--- config.mk ---
export PLATFORM = sky130hd
export DESIGN_NAME = video_pattern_gen
export DESIGN_NICKNAME = d
export VERILOG_FILES = /design/src/rtl/video_pattern_gen.sv
export SDC_FILE = /design/constraint.sdc
export NUM_CORES = 1
export LEC_CHECK = 0
export ABC_AREA = 1
export CAP_MARGIN = 20
export CELL_PAD_IN_SITES_DETAIL_PLACEMENT = 2
export CELL_PAD_IN_SITES_GLOBAL_PLACEMENT = 2
export CORE_MARGIN = 8
export CORE_UTILIZATION = 33
export DETAILED_ROUTE_END_ITERATION = 10
export PLACE_DENSITY = 0.87
export SYNTH_ARGS = -nofsm -noshare
export SYNTH_HDL_FRONTEND = slang
export SYNTH_SLANG_ARGS = --single-unit
--- constraint.sdc ---
create_clock -name clk_sys -period 10.2 [get_ports clk_sys]
set_input_delay 1.02 -clock clk_sys [delete_from_list [all_inputs] [get_ports clk_sys]]
set_output_delay 1.02 -clock clk_sys [all_outputs]
set_load 0.02 [all_outputs]
--- src/rtl/video_pattern_gen.sv ---
// video_pattern_gen: programmable video timing and four-pattern test image generator
//   clk_sys     in   core clock, the only clock
//   reset       in   synchronous active-high reset
//   mode        in   pattern select, latched at each frame start
//   ce_pix      out  pixel clock enable, one cycle in CE_DIV
//   hcount      out  current pixel x
//   vcount      out  current line y
//   hblank      out  outside the active columns
//   vblank      out  outside the active lines
//   de          out  active area
//   hs, vs      out  syncs, active level HS_POL / VS_POL
//   r, g, b     out  pixel colour, zero outside the active area
//   frame_start out  one-cycle pulse when the counters wrap to (0,0)
module video_pattern_gen #(
    parameter int H_ACTIVE   = 640,
    parameter int H_FP       = 16,
    parameter int H_SYNC     = 96,
    parameter int H_BP       = 48,
    parameter int V_ACTIVE   = 480,
    parameter int V_FP       = 10,
    parameter int V_SYNC     = 2,
    parameter int V_BP       = 33,
    parameter int HS_POL     = 0,
    parameter int VS_POL     = 0,
    parameter int CE_DIV     = 1,
    parameter int CHECK_LOG2 = 5,
    parameter int FRAME_LOG2 = 6
) (
    input  logic       clk_sys,
    input  logic       reset,
    input  logic [1:0] mode,
    output logic       ce_pix,
    output logic [11:0] hcount,
    output logic [11:0] vcount,
    output logic       hblank,
    output logic       vblank,
    output logic       de,
    output logic       hs,
    output logic       vs,
    output logic [7:0] r,
    output logic [7:0] g,
    output logic [7:0] b,
    output logic       frame_start
);
    localparam int H_TOTAL = H_ACTIVE + H_FP + H_SYNC + H_BP;
    localparam int V_TOTAL = V_ACTIVE + V_FP + V_SYNC + V_BP;
    localparam int FW = FRAME_LOG2 + 2;
    localparam logic [3:0] DIV_MAX = 4'(CE_DIV - 1);
    localparam logic [11:0] H_MAX = 12'(H_TOTAL - 1);
    localparam logic [11:0] V_MAX = 12'(V_TOTAL - 1);
    localparam logic [11:0] SUB_MAX = 12'(H_ACTIVE / 8 - 1);
    // 13-bit bounds so a sync that ends exactly at the total (4096) still compares correctly
    localparam logic [12:0] HA = 13'(H_ACTIVE);
    localparam logic [12:0] HS_B = 13'(H_ACTIVE + H_FP);
    localparam logic [12:0] HS_E = 13'(H_ACTIVE + H_FP + H_SYNC);
    localparam logic [12:0] VA = 13'(V_ACTIVE);
    localparam logic [12:0] VS_B = 13'(V_ACTIVE + V_FP);
    localparam logic [12:0] VS_E = 13'(V_ACTIVE + V_FP + V_SYNC);
    localparam logic HS_ON = 1'(HS_POL != 0);
    localparam logic VS_ON = 1'(VS_POL != 0);

    if (H_TOTAL > 4096 || V_TOTAL > 4096 || H_ACTIVE % 8 != 0 || CE_DIV < 1 || CE_DIV > 16) begin : g_bad_params
        $error("video_pattern_gen: illegal parameter set");
    end

    logic [3:0]    div_q, div_d;
    logic          ce_q, adv;
    logic [11:0]   hcnt_q, hcnt_d, vcnt_q, vcnt_d;
    logic [11:0]   sub_q, sub_d;
    logic [2:0]    bar_q, bar_d;
    logic [1:0]    mode_q, mode_d;
    logic [FW-1:0] fcnt_q, fcnt_d;
    logic [1:0]    cs;
    logic          fs_q, fs_d;
    logic          hbl_q, hbl_d, vbl_q, vbl_d, de_q, de_d, hs_q, hs_d, vs_q, vs_d;
    logic          chk;
    logic [23:0]   pat, rgb_q, rgb_d;

    always_comb begin
        adv = div_q == DIV_MAX;
        div_d = adv ? 4'd0 : div_q + 4'd1;
        hcnt_d = !adv ? hcnt_q : (hcnt_q == H_MAX) ? 12'd0 : hcnt_q + 12'd1;
        vcnt_d = !(adv && hcnt_q == H_MAX) ? vcnt_q : (vcnt_q == V_MAX) ? 12'd0 : vcnt_q + 12'd1;
        fs_d = adv && hcnt_d == 12'd0 && vcnt_d == 12'd0;
        mode_d = fs_d ? mode : mode_q;
        fcnt_d = fcnt_q + FW'(fs_d);
        // bar index tracks hcount / (H_ACTIVE/8) with a sub-counter instead of a divider
        sub_d = !adv ? sub_q : (hcnt_d == 12'd0 || sub_q == SUB_MAX) ? 12'd0 : sub_q + 12'd1;
        bar_d = !adv ? bar_q : (hcnt_d == 12'd0) ? 3'd0 : bar_q + 3'(sub_q == SUB_MAX);
        hbl_d = {1'b0, hcnt_d} >= HA;
        vbl_d = {1'b0, vcnt_d} >= VA;
        de_d = !hbl_d && !vbl_d;
        hs_d = ({1'b0, hcnt_d} >= HS_B && {1'b0, hcnt_d} < HS_E) ? HS_ON : !HS_ON;
        vs_d = ({1'b0, vcnt_d} >= VS_B && {1'b0, vcnt_d} < VS_E) ? VS_ON : !VS_ON;
        chk = hcnt_d[CHECK_LOG2] ^ vcnt_d[CHECK_LOG2];
        cs = fcnt_d[FRAME_LOG2 +: 2];
        // bar colours: red off for index bit1, green off for bit2, blue off for bit0
        pat = (mode_d == 2'd0) ? (chk ? 24'h000000 : 24'hFFFFFF) :
              (mode_d == 2'd1) ? {{8{~bar_d[1]}}, {8{~bar_d[2]}}, {8{~bar_d[0]}}} :
              (mode_d == 2'd2) ? {3{hcnt_d[7:0]}} :
              {{8{cs == 2'd0 || cs == 2'd3}}, {8{cs == 2'd1 || cs == 2'd3}}, {8{cs[1]}}};
        rgb_d = de_d ? pat : 24'h000000;
    end

    always_ff @(posedge clk_sys) begin
        if (reset) begin
            div_q  <= 4'd0;
            ce_q   <= 1'b0;
            hcnt_q <= H_MAX;
            vcnt_q <= V_MAX;
            sub_q  <= 12'd0;
            bar_q  <= 3'd0;
            mode_q <= 2'd0;
            fcnt_q <= '1;
            fs_q   <= 1'b0;
            hbl_q  <= 1'b1;
            vbl_q  <= 1'b1;
            de_q   <= 1'b0;
            hs_q   <= !HS_ON;
            vs_q   <= !VS_ON;
            rgb_q  <= 24'h000000;
        end else begin
            div_q  <= div_d;
            ce_q   <= adv;
            hcnt_q <= hcnt_d;
            vcnt_q <= vcnt_d;
            sub_q  <= sub_d;
            bar_q  <= bar_d;
            mode_q <= mode_d;
            fcnt_q <= fcnt_d;
            fs_q   <= fs_d;
            // pixel outputs load only with the counters so they hold between enables
            if (adv) begin
                hbl_q <= hbl_d;
                vbl_q <= vbl_d;
                de_q  <= de_d;
                hs_q  <= hs_d;
                vs_q  <= vs_d;
                rgb_q <= rgb_d;
            end
        end
    end

    assign ce_pix = ce_q;
    assign hcount = hcnt_q;
    assign vcount = vcnt_q;
    assign hblank = hbl_q;
    assign vblank = vbl_q;
    assign de = de_q;
    assign hs = hs_q;
    assign vs = vs_q;
    assign {r, g, b} = rgb_q;
    assign frame_start = fs_q;
endmodule

Yosys cells after proc, flatten, opt, wreduce, memory -nomap -nowiden
Cells that the tools add are included.
{"block": "op_classes", "mux": 15, "n_addsub": 6, "order_cmp": 6, "bitwise_logic": 4, "n_eq_ne": 7, "n_reduce_logical": 17}
{"op": "2-to-1 mux 24 bit", "count": 5}
{"op": "2-to-1 mux 12 bit", "count": 5}
{"op": "adder 12 x 1 -> 12 bit (second input constant)", "count": 3}
{"op": "== test 12 x 10 -> 1 bit (second input constant)", "count": 2}
{"op": "greater-or-equal comparator 12 x 10 -> 1 bit (second input constant)", "count": 2}
{"op": "greater-or-equal comparator 12 x 9 -> 1 bit (second input constant)", "count": 2}
{"op": "zero test 12 bit", "count": 2}
{"op": "== test 12 x 7 -> 1 bit (second input constant)", "count": 1}
{"op": "less-than comparator 12 x 10 -> 1 bit (second input constant)", "count": 1}
{"op": "less-than comparator 12 x 9 -> 1 bit (second input constant)", "count": 1}
{"op": "adder 8 x 1 -> 8 bit", "count": 1}
{"op": "logical AND 1 bit", "count": 6}
{"op": "2-to-1 mux 3 bit", "count": 2}
{"op": "adder 4 x 1 -> 4 bit (second input constant)", "count": 1}
{"op": "== test 2 x 1 -> 1 bit (second input constant)", "count": 2}
{"op": "== test 2 bit (second input constant)", "count": 2}
{"op": "zero test 2 bit", "count": 2}
{"op": "zero test 4 bit", "count": 1}
{"op": "adder 3 x 1 -> 3 bit", "count": 1}
{"op": "logical OR 1 bit", "count": 3}
{"op": "NOT 1 bit", "count": 3}
{"op": "zero test 1 bit", "count": 2}
{"op": "2-to-1 mux 1 bit", "count": 2}
{"op": "2-to-1 mux 2 bit", "count": 1}
{"op": "2 further kinds", "count": 2}
{"block": "word_totals", "wordCells": 70, "ff_bits": 84}

Depth between registers and ports, before layout
Gate-level depths: netlist (run 1).
{"block": "depth", "ltp_word": 13, "mapped_depth": 26}

Worst setup path after synthesis (run 1)
No wires, ideal clock.
{"block": "synth_path", "path_type": "register -> register", "startpoint": "register hcnt_q[0], in the netlist hcount[0]", "endpoint": "register rgb_q[20]", "synth_period_minus_slack_ps": 3608, "setup_time_ps": 136, "t_required_ps": 10064, "path_stages_with_launch": 25, "arrival_time_ps": 3471, "setup_slack_ps": 6592, "path_cell_list": "dfxtp_1 > ha_1 > nand2_1 > inv_2 > nand2_1 > nor2_1 > nand3_1 > nand3_1 > nand3_1 > nor2_1 > nand2_2 > nor2_4 > nand2_4 > inv_1 > ha_1 > nand3_1 > and3b_1 > nand3_1 > xor2_1 > xor2_1 > nand2_4 > nand2_1 > nand2_1 > nand2_1 > a21oi_2"}
{"block": "synth_via", "elab_chain_len": 13}
{"item": "from (decl)", "line": "68", "rtl": "logic [11:0] hcnt_q, hcnt_d, vcnt_q, vcnt_d;"}
{"item": "from (signal assigned)", "line": "125", "rtl": "hcnt_q <= hcnt_d;"}
{"item": "adder 12 x 1 -> 12 bit or == test 12 x 10 -> 1 bit (tied branches)", "line": "82, 83"}
{"item": "2-to-1 mux 12 bit (2 in a row)", "line": "82", "rtl": "hcnt_d = !adv ? hcnt_q : (hcnt_q == H_MAX) ? 12'd0 : hcnt_q + 12'd1;"}
{"item": "zero test 12 bit", "line": "84", "rtl": "fs_d = adv && hcnt_d == 12'd0 && vcnt_d == 12'd0;"}
{"item": "logical AND 1 bit", "line": "84"}
{"item": "logical AND 1 bit (*)", "line": "84"}
{"item": "named net fs_d", "line": "74", "rtl": "logic fs_q, fs_d;"}
{"item": "adder 8 x 1 -> 8 bit", "line": "86", "rtl": "fcnt_d = fcnt_q + FW'(fs_d);"}
{"item": "== test 2 bit or zero test 2 bit (tied branches)", "line": "101", "rtl": "{{8{cs == 2'd0 || cs == 2'd3}}, {8{cs == 2'd1 || cs == 2'd3}}, {8{cs[1]}}};"}
{"item": "logical OR 1 bit", "line": "101"}
{"item": "2-to-1 mux 24 bit", "line": "100", "rtl": "(mode_d == 2'd2) ? {3{hcnt_d[7:0]}} :"}
{"item": "2-to-1 mux 24 bit", "line": "99", "rtl": "(mode_d == 2'd1) ? {{8{~bar_d[1]}}, {8{~bar_d[2]}}, {8{~bar_d[0]}}} :"}
{"item": "2-to-1 mux 24 bit (*)", "line": "98", "rtl": "pat = (mode_d == 2'd0) ? (chk ? 24'h000000 : 24'hFFFFFF) :"}
{"item": "2-to-1 mux 24 bit (*)", "line": "102", "rtl": "rgb_d = de_d ? pat : 24'h000000;"}
{"item": "to (signal assigned)", "line": "139", "rtl": "rgb_q <= rgb_d;"}
{"item": "to (decl)", "line": "77", "rtl": "logic [23:0] pat, rgb_q, rgb_d;"}
The timed path passes the listed nets; every way through them passes the cells marked *.
A chain may end at the register's enable or synchronous reset.

Worst setup path after layout (run 1)
{"block": "layout_path", "startpoint": "register div_q[0]", "endpoint": "register rgb_q[23]"}
{"block": "layout_via", "elab_chain_len": 12}
{"item": "from (decl)", "line": "66", "rtl": "logic [3:0] div_q, div_d;"}
{"item": "from (signal assigned)", "line": "123", "rtl": "div_q <= div_d;"}
{"item": "zero test 4 bit (*)", "line": "80", "rtl": "adv = div_q == DIV_MAX;"}
{"item": "2-to-1 mux 12 bit or logical AND 1 bit (tied branches)", "line": "82, 83"}
{"item": "zero test 12 bit or 2-to-1 mux 12 bit (tied branches)", "line": "84, 83"}
{"item": "logical AND 1 bit or zero test 12 bit (tied branches)", "line": "84"}
{"item": "logical AND 1 bit (*)", "line": "84"}
{"item": "named net fs_d", "line": "74"}
{"item": "adder 8 x 1 -> 8 bit", "line": "86"}
{"item": "== test 2 bit or zero test 2 bit (tied branches)", "line": "101"}
{"item": "logical OR 1 bit", "line": "101"}
{"item": "2-to-1 mux 24 bit", "line": "100"}
{"item": "2-to-1 mux 24 bit", "line": "99"}
{"item": "2-to-1 mux 24 bit (*)", "line": "98"}
{"item": "2-to-1 mux 24 bit (*)", "line": "102"}
Marked as above.

==> results of run 1 <==
worst max-delay path by stage:
stage	to	from	depth (start not counted)
after floorplan	rgb_q[20]	hcount[0]	24
after global placement	rgb_q[19]	div_q[0]	25
after detailed placement	rgb_q[21]	div_q[0]	25
after CTS	rgb_q[23]	div_q[0]	25
after global routing	rgb_q[21]	div_q[0]	25
final	rgb_q[23]	div_q[0]	25
state kept, by name, summed over array words and instances (netlist names), 2 cells and up:
| register | cells |
|---|---|
| mode_q | 2 |
| vcount | 12 |
| fcnt_q | 8 |
| div_q | 4 |
| sub_q | 12 |
| hcount | 12 |
| rgb_q | 24 |
| bar_q | 3 |
through the flow:
step / cell area [um2] / utilization [%] / total power [W] / cells
finish: 5870 / 40.9 / 0.00151 / 954
global route: 5870 / 40.9 / 0.00159 / 954
CTS: 5860 / 40.8 / 0.00152 / 953
detailed placement: 5520 / 38.4 / 0.00110 / 937
global placement: 5520 / 38.4 / 0.00107 / 937
floorplan: 4790 / - / 0.000872 / 711
power groups by stage:
stage | Sequential, W | Combinational (W) | Clock, W
2_1_floorplan | 0.000479 | 0.000394 | 0
3_3_place_gp | 0.000437 | 0.000634 | 0
3_5_place_dp | 0.000439 | 0.000663 | 0
4_1_cts | 0.000434 | 0.000682 | 0.000403
5_1_grt | 0.000439 | 0.000744 | 0.000411
6_report | 0.000433 | 0.000680 | 0.000394
placed cells by master, fill, tap and decap left out, drive strengths merged:
master and instances:
nor3b 1, a32o 1, a211oi 1, clkinvlp 1, inv 76, nor3 10, bufinv 3, ha 10
dfxtp 84, nor4 4, o31ai 1, nand2 238, o21ai 13, nand3b 1, o22ai 1, clkdlybuf4s50 58
clkbuf 11, or2 3, nand4 19, xnor2 7, and3b 1, nor2 109, buf 2, a21oi 27
xor2 13, nand3 75
per-layer routing:
| layer | vias to the layer above | track usage (%) | wire (um) |
|---|---|---|---|
| met3 | 36 | 2.94 | 557 |
| met5 | - | 0 | 0 |
| met2 | 79 | 37.5 | 9740 |
| met1 | 2442 | 23.5 | 7890 |
| li1 | 2370 | - | - |
| met4 | 0 | 8.60 | 534 |
layout make-up:
cell class	count	area share [%]
clock buffers	11	4.13
clock inverters	5	1.81
inverters	75	4.79
multi-input cells	535	46.6
flip-flops and latches	84	28.6
well taps	184	3.92
repair buffers	60	10.1
worst max-delay path, stage by stage (launching register included):
cell and delay, ns:
dfxtp_1 0.34, inv_1 0.08, ha_1 0.19, nand3_2 0.61, nor2_2 0.47, nand3_1 0.12
nand2_1 0.17, nand2_1 0.09, inv_1 0.06, nand3_1 0.06, nor2_1 0.16, nand2_2 0.12
nor2_4 0.20, nand2_4 0.12, inv_1 0.07, ha_1 0.18, nand3_1 0.13, and3b_1 0.28
nand3_1 0.09, xor2_1 0.43, xor2_1 0.34, nand2_4 0.12, nand2_1 0.08, nand2_1 0.06
nand3_1 0.10, nand2_1 0.07
kinds of logic after synthesis:
logic type,count (synthesis),synth area share [%]
adder cells (fa/ha/maj),10,2.61
AND/OR/NAND/NOR,461,45.5
buffers and inverters,92,7.91
XOR/XNOR,20,3.65
flip-flops,84,35.1
AO/OA/AOI/OAI,44,5.22
==> results.json, run 1 <==
{
  "cts_buffers": 9,
  "worstMarginPinSlew_ns": 0.941,
  "reg2reg_from": "div_q[0]",
  "synth_warnings": 0,
  "finalCritPeriodShare_pct": 47.9,
  "grt_pass1_wl_mm": 30.3,
  "path_clk_slew_ns": 0.06,
  "dr.first_iter.drc_count": 186,
  "cts_max_path_buffers": 2,
  "antenna_cells": 0,
  "postSynthCellCount": 711,
  "areaGrowthSynthToFinish_pct": 22.5,
  "grt_max_degree": 43,
  "die-width_um": 137,
  "setup_viol": 0,
  "drt_wl_total_mm": 18.7,
  "power.density_nw_per_um2": 257,
  "synth_edf_count": 0,
  "r2r_cells": 25,
  "pre_cts_ws_ns": 5.57,
  "dieArea_um2": 18600,
  "grt_usage_pct": 20.6,
  "worstPathRequired_ns": 10.44,
  "grt_overflow": 0,
  "p_int_w": 0.000852,
  "holdWs_ns": 0.462,
  "slew_viol_final": 0,
  "drive_gt1_share_pct": 10.4,
  "setup_ws_ns": 5.32,
  "synth_nets": 725,
  "ys_top_cells_by_area": "dfxtp_1, nand2_1, nand3_1",
  "cp-start-kind": "register",
  "ios": 59,
  "comb_power_share_pct": 45.1,
  "seq_area_frac_synth_pct": 35.1,
  "grt_antenna_before_repair": 0,
  "cts_tree": "yes",
  "cp_max_fo": 32,
  "synth_most_common_cell": "nand2_1",
  "initial_core_util_pct": 33.4,
  "multiInputGateArea_um2": 2730,
  "ys_top_cells_by_count": "nand2_1, nor2_1, dfxtp_1",
  "p_leak_nw": 2.64,
  "drv_cap": 0,
  "syn-cell-area_um2": 4790,
  "avgViaCountPerCell": 5.16,
  "clock_sink_count": 84,
  "core_um2": 14400,
  "slew_headroom_pct": 37.2,
  "switching_share_pct": 43.5,
  "min_from": "rgb_q[11]",
  "ys_seq_elements": 84,
  "syn_avg_cell_area_um2": 6.74,
  "die_height_um": 137,
  "power_switching_w": 0.000655,
  "cts-root-buf": "clkbuf_16",
  "finalClockSkew_ns": 0.0103,
  "vias": 4927,
  "post-cts-setup-buffers": 0,
  "status": "complete, no violations",
  "drtAntennaViolNets": 0,
  "wire_per_inst_um": 19.6,
  "synth_flop_cell": "dfxtp_1",
  "regArea_um2": 1680,
  "ys_types": 38,
  "drc": 0,
  "dp_hpwl_mm": 13.0,
  "ir_worst_vdd_v": 0.000159,
  "clkPwrFrac_pct": 26.1,
  "criticalPathCategory": "reg2reg",
  "hold_path_depth": 2,
  "yosys.area.top_type": "dfxtp_1",
  "fillers": 1694,
  "worstPathArrival_ns": 5.12,
  "cts.repair.resized": 0,
  "row_count": 44,
  "layout_min_cycle_time_ns": 4.88,
  "fin_nets": 779,
  "ctsHoldBuffers": 0,
  "gp_congestion": 0.843,
  "htree_levels": 3,
  "grt_pass1_vias": 5578,
  "hold_viol_final": 0,
  "dr.pass1.iters": 4,
  "r2r_end": "rgb_q[23]",
  "synth_top_cell_area_share_pct": 35.1,
  "hold_path_end": "rgb_q[11]",
  "tns_ns": 0,
  "seqPwrFrac_pct": 28.7,
  "r2r_slack_ns": 5.32,
  "worst_skew_pair.late_latency_ns": 0.35,
  "io_buffers": 58,
  "rsz0062_at_grt": "false",
  "min_path_type": "reg2reg",
  "async_flop_share_pct": 0,
  "fmax_mhz": 205,
  "crit_path_end_kind": "register"
}
No activity file was read; power rests on OpenSTA's default activity.
==> run 2, diff against run 1 <==
Settings changed: CORE_UTILIZATION 33 to 28, PLACE_DENSITY 0.87 to 0.78.
Clock period 10.2 ns to 4.2 ns, I/O delays scaled along.
==> run 2 against run 1 <==
Compared with the run above:
- core utilization down 4.5 points
- non-clock buffer count up 28
- wire length down 2.6%
- power up 140%
- critical path depth unchanged
- die area up 16%
==> results.json, run 2 (synthesized netlist as in run 1, its figures left out) <==
{
  "pre_cts_ws_ns": -0.0478,
  "hold_path_end": "rgb_q[16]",
  "grt_antenna_before_repair": 0,
  "cts-root-buf": "clkbuf_16",
  "finalClockSkew_ns": 0.00956,
  "criticalPathCategory": "reg2reg",
  "fmax_mhz": 256,
  "grt_overflow": 0,
  "min_from": "rgb_q[16]",
  "gp_congestion": 0.849,
  "grt_usage_pct": 16.5,
  "p_total_w": 0.00369,
  "cts_tree": "yes",
  "dr.pass1.iters": 4,
  "crit_path_end_kind": "register",
  "die-width_um": 147,
  "wire_per_inst_um": 17.8,
  "cp_max_fo": 7,
  "setup_viol": 0,
  "row_count": 48,
  "dp_hpwl_mm": 13.6,
  "drc": 0,
  "reg2reg_from": "hcount[1]",
  "finish.utilization_pct": 36.4,
  "io_buffers": 58,
  "ios": 59,
  "fillers": 1980,
  "final_cell_mix": "nand2_1, nor2_1, dfxtp_1",
  "worstPathArrival_ns": 4.13,
  "drt_wl_total_mm": 18.2,
  "die_height_um": 147,
  "cts_buffers": 9,
  "dr.first_iter.drc_count": 168,
  "ctsHoldBuffers": 0,
  "min_path_type": "reg2reg",
  "core_um2": 17000,
  "cts_max_path_buffers": 2,
  "worstMarginPinSlew_ns": 0.757,
  "initial_core_util_pct": 28.2,
  "p_leak_nw": 2.76,
  "status": "complete, no violations",
  "fin_nets": 809,
  "hold_viol_final": 0,
  "final_common_cell": "nand2_1",
  "slew_headroom_pct": 49.2,
  "largest_register": "rgb_q",
  "areaGrowthSynthToFinish_pct": 28.9,
  "ir_worst_vdd_v": 0.000215,
  "hold_path_depth": 2,
  "layout_min_cycle_time_ns": 3.90,
  "cp-start-kind": "register",
  "worstPathRequired_ns": 4.43,
  "setup_ws_ns": 0.300,
  "clock_sink_count": 84,
  "grt_max_degree": 31,
  "vias": 4986,
  "avgViaCountPerCell": 4.86,
  "r2r_end": "rgb_q[19]",
  "grt_pass1_vias": 5523,
  "worst_skew_pair.late_latency_ns": 0.35,
  "path_clk_slew_ns": 0.07,
  "largest_register_ff_count": 24,
  "htree_levels": 3,
  "grt_pass1_wl_mm": 28.9,
  "r2r_cells": 25,
  "r2r_slack_ns": 0.30,
  "tns_ns": 0,
  "slew_viol_final": 0,
  "drtAntennaViolNets": 0,
  "drv_cap": 0,
  "finalCritPeriodShare_pct": 92.9,
  "power.density_nw_per_um2": 597,
  "dieArea_um2": 21600,
  "antenna_cells": 0,
  "drive_gt1_share_pct": 15.6
}
## run 2: how the worst max path moves through the flow
stage	startpoint	endpoint	slack [ns]	cells past startpoint
2_1_floorplan	hcount[0]	rgb_q[20]	0.59	24
3_3_place_gp	div_q[0]	rgb_q[19]	0.33	25
3_5_place_dp	div_q[1]	rgb_q[22]	-0.05	25
4_1_cts	div_q[1]	rgb_q[22]	0.02	26
5_1_grt	div_q[1]	rgb_q[22]	-0.06	26
6_report	hcount[1]	rgb_q[19]	0.30	25
## run 2: critical path: stages, from the launching register on
cell	delay, ns
dfxtp_1	0.37
ha_2	0.23
nand2_1	0.12
inv_2	0.15
nand2_1	0.09
nor2_1	0.20
nand3_1	0.15
nand3_1	0.18
nand3_1	0.10
nor2_1	0.13
nand2_2	0.12
nor2_4	0.18
nand2_4	0.10
inv_1	0.09
ha_1	0.19
nand3_2	0.10
and3b_2	0.27
nand3_1	0.12
xor2_2	0.22
xor2_1	0.17
buf_4	0.15
nand2_4	0.07
nand2_1	0.07
nand2_1	0.06
nand2_1	0.09
a21oi_2	0.05
## run 2: final cells by class
cell class	count	area, um2	share of cell area (%)
sequential	84	1680	27.2
multi-input combinational	537	2830	45.8
clock buffer	10	229	3.70
clock inverter	6	63.8	1.03
inverter	75	284	4.59
tap	225	282	4.55
timing repair buffer	88	810	13.1
## run 2: repair_timing
item	CTS	global route
gates cloned	0	2
resized for setup	1	22
pin swaps	0	6
buffers inserted	0	15
endpoints found under the setup margin	7	16
hold endpoints to repair	0	0
## run 2: stage by stage
stage / cells / hold WS (ns) / cell area, um2
6_report: 1025 / 0.460 / 6180
5_1_grt: 1025 / 0.492 / 6180
4_1_cts: 1008 / 0.464 / 5970
3_5_place_dp: 992 / 0.450 / 5670
3_3_place_gp: 992 / 0.443 / 5670
2_1_floorplan: 711 / 0.430 / 4790
## run 2: where the power goes
part / internal, W / switching, W
sequential: 0.000919 / 0.000119
combinational: 0.000672 / 0.00117
clock: 0.000461 / 0.000351
total: 0.00205 / 0.00164
## run 2: routing by layer
| metal | routed length (um) | share of wire [%] | track usage [%] |
|---|---|---|---|
| met4 | 359 | 2.0 | 6.34 |
| met1 | 7860 | 43 | 18.8 |
| met2 | 9540 | 52 | 30.1 |
| met5 | 0 | 0 | 0 |
| met3 | 482 | 2.6 | 2.61 |
